### src/rtl/alu_ctrl_pkg.sv
// alu_ctrl_pkg: funct codes and FSM state type shared by the ALU control sequencer.
package alu_ctrl_pkg;
    localparam logic [5:0] F_AND     = 6'd36;
    localparam logic [5:0] F_OR      = 6'd37;
    localparam logic [5:0] F_ADD     = 6'd32;
    localparam logic [5:0] F_SUB     = 6'd34;
    localparam logic [5:0] F_SLT     = 6'd42;
    localparam logic [5:0] F_SLL     = 6'd0;
    localparam logic [5:0] F_MULTU   = 6'd25;
    localparam logic [5:0] F_DIVU    = 6'd27;
    localparam logic [5:0] HILO_OPEN = 6'b111111;
    typedef enum logic [1:0] {IDLE, MUL, DIV, WB} state_t;
endpackage

### src/rtl/alu_ctrl_counter.sv
// alu_ctrl_counter: cycle counter with sync clear, enable and terminal-count compare.
module alu_ctrl_counter #(
    parameter int CNT_W = 6
) (
    input  logic             clk,
    input  logic             rst,
    input  logic             clr,
    input  logic             en,
    input  logic [CNT_W-1:0] limit,
    output logic [CNT_W-1:0] cnt,
    output logic             tc
);
    logic [CNT_W-1:0] cnt_q;
    always_ff @(posedge clk) begin
        if (rst || clr) cnt_q <= '0;
        else if (en)    cnt_q <= cnt_q + 1'b1;
    end
    assign cnt = cnt_q;
    assign tc  = (cnt_q == limit);
endmodule

### src/rtl/alu_control_seq.sv
// alu_control_seq: registered funct fan-out with MULTU (and, with ALU_CTRL_DIVU_EN, DIVU) sequencing.
// Multi-cycle ops hold their code for N cycles, then emit one HILO_OPEN/hilo_we cycle.
module alu_control_seq
    import alu_ctrl_pkg::*;
#(
    parameter int                 FUNCT_W    = 6,
    parameter int                 MUL_CYCLES = 32,
    parameter int                 DIV_CYCLES = 32,
    parameter int                 CNT_W      = 6,
    parameter logic [FUNCT_W-1:0] NOP_CODE   = '0
) (
    input  logic               clk,
    input  logic               rst,
    input  logic [FUNCT_W-1:0] funct_in,
    input  logic               op_valid,
    output logic               op_ready,
    output logic               busy,
    output logic [FUNCT_W-1:0] ctrl_alu,
    output logic [FUNCT_W-1:0] ctrl_sht,
    output logic [FUNCT_W-1:0] ctrl_mul,
    output logic [FUNCT_W-1:0] ctrl_mux,
    output logic               hilo_we,
    output logic [CNT_W-1:0]   cycle_cnt
);
    localparam int MAX_CYC = (MUL_CYCLES > DIV_CYCLES) ? MUL_CYCLES : DIV_CYCLES;

    generate
        if ((2 ** CNT_W) <= MAX_CYC || MUL_CYCLES < 1 || DIV_CYCLES < 1) begin : g_bad_cfg
            $error("alu_control_seq: CNT_W too small or cycle count below 1");
        end
    endgenerate

    state_t             state_q, state_d;
    logic [FUNCT_W-1:0] ctrl_q, ctrl_d;
    logic               busy_q, busy_d;
    logic               hilo_q, hilo_d;
    logic               cnt_en, cnt_clr, cnt_tc;
    logic [CNT_W-1:0]   cnt_lim;
    logic               accept;

    assign accept = op_valid && !busy_q;
`ifdef ALU_CTRL_DIVU_EN
    assign cnt_lim = (state_q == DIV) ? CNT_W'(DIV_CYCLES) : CNT_W'(MUL_CYCLES);
`else
    assign cnt_lim = CNT_W'(MUL_CYCLES);
`endif

    alu_ctrl_counter #(.CNT_W(CNT_W)) u_cnt (
        .clk   (clk),
        .rst   (rst),
        .clr   (cnt_clr),
        .en    (cnt_en),
        .limit (cnt_lim),
        .cnt   (cycle_cnt),
        .tc    (cnt_tc)
    );

    always_comb begin
        state_d = state_q;
        ctrl_d  = ctrl_q;
        busy_d  = busy_q;
        hilo_d  = 1'b0;
        cnt_en  = 1'b0;
        cnt_clr = 1'b0;
        case (state_q)
            IDLE: if (accept) begin
                ctrl_d = funct_in;
                if (funct_in == FUNCT_W'(F_MULTU)) begin
                    state_d = MUL;
                    busy_d  = 1'b1;
                    cnt_en  = 1'b1;
                end
`ifdef ALU_CTRL_DIVU_EN
                else if (funct_in == FUNCT_W'(F_DIVU)) begin
                    state_d = DIV;
                    busy_d  = 1'b1;
                    cnt_en  = 1'b1;
                end
`endif
            end
`ifdef ALU_CTRL_DIVU_EN
            MUL, DIV: begin
`else
            MUL: begin
`endif
                ctrl_d  = cnt_tc ? FUNCT_W'(HILO_OPEN) : ctrl_q;
                hilo_d  = cnt_tc;
                cnt_clr = cnt_tc;
                cnt_en  = !cnt_tc;
                state_d = cnt_tc ? WB : state_q;
            end
            WB: begin
                state_d = IDLE;
                ctrl_d  = NOP_CODE;
                busy_d  = 1'b0;
            end
            // Unreachable encodings (DIV when disabled) recover to reset values
            default: begin
                state_d = IDLE;
                ctrl_d  = NOP_CODE;
                busy_d  = 1'b0;
                cnt_clr = 1'b1;
            end
        endcase
    end

    always_ff @(posedge clk) begin
        if (rst) begin
            state_q <= IDLE;
            ctrl_q  <= NOP_CODE;
            busy_q  <= 1'b0;
            hilo_q  <= 1'b0;
        end else begin
            state_q <= state_d;
            ctrl_q  <= ctrl_d;
            busy_q  <= busy_d;
            hilo_q  <= hilo_d;
        end
    end

    assign op_ready = !busy_q;
    assign busy     = busy_q;
    assign hilo_we  = hilo_q;
    assign ctrl_alu = ctrl_q;
    assign ctrl_sht = ctrl_q;
    assign ctrl_mul = ctrl_q;
    assign ctrl_mux = ctrl_q;
endmodule

### config.mk
export PLATFORM = sky130hd
export DESIGN_NAME = alu_control_seq
export DESIGN_NICKNAME = d
export VERILOG_FILES = /design/src/rtl/alu_ctrl_pkg.sv /design/src/rtl/alu_ctrl_counter.sv /design/src/rtl/alu_control_seq.sv
export SDC_FILE = /design/constraint.sdc
export NUM_CORES = 1
export LEC_CHECK = 0
export CAP_MARGIN = 20
export CORE_ASPECT_RATIO = 0.8
export CORE_MARGIN = 5
export CORE_UTILIZATION = 41
export DETAILED_ROUTE_END_ITERATION = 7
export PLACE_DENSITY = 0.85
export SYNTH_ARGS = -nofsm -noshare
export SYNTH_HDL_FRONTEND = slang
export SYNTH_SLANG_ARGS = --single-unit
### constraint.sdc
create_clock -name clk -period 1.7 [get_ports clk]
set_input_delay 0.34 -clock clk [delete_from_list [all_inputs] [get_ports clk]]
set_output_delay 0.34 -clock clk [all_outputs]
set_load 0.01 [all_outputs]
==> impl_metrics.tcl, run 1 <==
set metrics [dict create \
    detail-route-antenna-nets 0 \
    critPathSlowestCell "clkdlybuf4s50_1" \
    ys_types 33 \
    power_density_mw_per_mm2 801.6 \
    finalSetupViolations 0 \
    tightest_slew_ns 0.3369 \
    final_cell_mix "clkdlybuf4s50_1, dfxtp_1, a21oi_1, nand2_1" \
    port_buffers 41 \
    place_area_mm2 0.001310 \
    dr.pass1.iters 4 \
    die_area_mm2 0.003470 \
    num_vias 882 \
    ys_seq_elements 16 \
    fin_skew_ns 0.003698 \
    stdcell_area_mm2 0.001366 \
    core.rowCount 15 \
    routedWlPerCell_um 14.13 \
    vias_per_cell 5.250 \
    netlist_area_um2 978.4 \
    crit_chain "buf_4 > clkdlybuf4s50_1" \
    final.setup.tns_ns 0 \
    grt_pass1_vias 807 \
    h-tree-depth 1 \
    die_y_um 53.70 \
    synth_cells 113 \
    hold_path_class "register to register" \
    synth_seq_area_share_pct 32.74 \
    async_flop_share_pct 0 \
    synth_edf_count 0 \
    peakVddDrop_mv 0.3673 \
    cts_tree "done" \
    maxCapViolations 0 \
    die_x_um 64.62 \
    nNetsFinal 157 \
    dr.first_iter.drc_count 32 \
    hold_buffers 0 \
    mostFrequentLayoutCell "clkdlybuf4s50_1" \
    start_util_pct 44.18 \
    start_kind "register" \
    area_growth_pct 39.64 \
    maxSlewHeadroom_pct 77.50 \
    r2r_slack_ns 0.07 \
    grt_pass1_wl_um 3850 \
    cts_setup_buffers 0 \
    crit_required_ns 1.36 \
    diodes 0 \
    layout-drive-gt1-share_pct 15.38 \
    cp_max_fo 4 \
    cts_max_path_buffers 2 \
    path_buf_inv 2 \
    arrival_ns 1.30 \
    grt_max_degree 16 \
    outcome "completed" \
    drt_wl_total_um 2374 \
    cts_root_buf "clkbuf_4" \
    avgSynthCellArea_um2 8.659 \
    yosysWarnings 0 \
    critical-path-top-delay-family "buffers and inverters" \
    crit_path_max_incr_delay_ns 0.53 \
    max_clock_freq_mhz 611.2 \
    crit_type "register to output pin" \
    synthFlopType "dfxtp_1" \
    period_share_pct 96.24 \
    post-route-util_pct 61.69 \
    finalNonFillerCells 168 \
    synth_nets 126 \
    worstSkewPairLatency_ns 0.29 \
    dp_cells 164 \
    period_minus_slack_ns 1.636 \
    cts.sinks 16 \
    leakage_nw 0.4887 \
    grt_use_total_pct 14.29 \
    core_mm2 0.002215 \
    antenna_found_initial 0 \
    drcViolationCount 0 \
    slew_viol_final 0 \
    cp-end-kind "output pin" \
    rsz0062_at_grt "true" \
    cts_made_buffers 3 \
    hold_violations 0 \
    num_io_pins 42 \
    grt-ovfl-total 0 \
    place_congestion 0.8035 \
    post_cts_resized 0 \
    dp_hpwl_um 1809 \
    clkTransAtPathRegs_ns 0.10 \
]
==> through the flow <==
stage,worst slack (ns),power (mW),hold WS [ns]
after floorplan,0.09157,0.6979,0.4786
after global placement,-0.09168,0.8293,0.4733
after detailed placement,-0.1719,0.8388,0.5058
after CTS,0.01338,1.097,0.5207
after global routing,-0.007785,1.160,0.5436
final,0.06388,1.095,0.5041
==> where the power goes <==
group	switching, mW	total [mW]	internal (mW)	leakage (nW)
clock network	0.130	0.260	0.130	0.0210
registers	0.0267	0.429	0.403	0.132
logic	0.181	0.406	0.225	0.336
total	0.337	1.10	0.758	0.489
==> final cells by class <==
class,count,area [um^2]
Inverter,6,22.52
Tap cell,25,31.28
Clock buffer,4,36.28
Sequential cell,16,324.1
Fill cell,186,848.3
Timing Repair Buffer,47,455.4
Multi-Input combinational cell,70,496.7
==> flip-flops by register name, summed over array words and instances, names as in the netlist <==
register and flops:
busy 1, ctrl_alu 6, hilo_we 1, state_q 2, u_cnt.cnt 6
==> per-layer routing <==
metal | routed length (um) | GRT usage [%] | up-vias
li1 | - | - | 442
met1 | 1016 | 16.13 | 404
met2 | 1099 | 24.83 | 34
met3 | 243 | 6.889 | 2
met4 | 14 | 3.158 | 0
met5 | 0 | 0 | -
==> worst register-to-register path: stages (launching register included) <==
cell,delay (ns)
dfxtp_1,0.34
inv_1,0.07
ha_1,0.20
and3b_4,0.21
a211o_1,0.32
a2111o_1,0.36
o21ai_1,0.07
==> kinds of logic after synthesis <==
family	Yosys count	synth area share (%)
adders and majority gates	4	5.115
and+or+nand+nor	33	19.69
AOI/OAI and AO/OA	31	22.25
buffers and inverters	27	18.16
muxes	2	2.046
DFF	16	32.74
==> Yosys cell counts (all sizes together) (2+ instances only) <==
| cell type | number | share of area [%] |
|---|---|---|
| a211oi | 8 | 7.2 |
| a21bo | 2 | 2.0 |
| a21oi | 12 | 6.1 |
| a31oi | 2 | 1.3 |
| and4bb | 2 | 2.6 |
| buf | 20 | 15 |
| dfxtp | 16 | 33 |
| ha | 4 | 5.1 |
| inv | 6 | 2.3 |
| mux2i | 2 | 2.0 |
| nand2 | 12 | 4.6 |
| nand2b | 3 | 1.9 |
| nand3 | 5 | 3.8 |
| nor2 | 2 | 0.77 |
| nor3 | 4 | 2.0 |
| o21ai | 2 | 1.0 |
==> worst paths after layout <==
| path | start | end | cells after the start |
|---|---|---|---|
| worst max-delay path | u_cnt.cnt[1]$_SDFFE_PP0P_ | cycle_cnt[1] | 2 |
| worst min-delay path | u_cnt.cnt[3]$_SDFFE_PP0P_ | u_cnt.cnt[3]$_SDFFE_PP0P_ | 2 |
| worst max register to register | u_cnt.cnt[0]$_SDFFE_PP0P_ | u_cnt.cnt[3]$_SDFFE_PP0P_ | 6 |
| worst min register to register | u_cnt.cnt[3]$_SDFFE_PP0P_ | u_cnt.cnt[3]$_SDFFE_PP0P_ | 2 |
Note: power is estimated with default switching activity, not from simulation.
==> inputs of run 2 (changes only) <==
--- a/config.mk
+++ b/config.mk
@@ -10,7 +10,9 @@
 export CORE_MARGIN = 5
 export CORE_UTILIZATION = 41
 export DETAILED_ROUTE_END_ITERATION = 7
+export GPL_ROUTABILITY_DRIVEN = 0
 export PLACE_DENSITY = 0.85
+export SLEW_MARGIN = 30
 export SYNTH_ARGS = -nofsm -noshare
 export SYNTH_HDL_FRONTEND = slang
 export SYNTH_SLANG_ARGS = --single-unit
==> results of run 2 <==
Same layout as run 1: the final DEF is identical, and so are final timing and power.
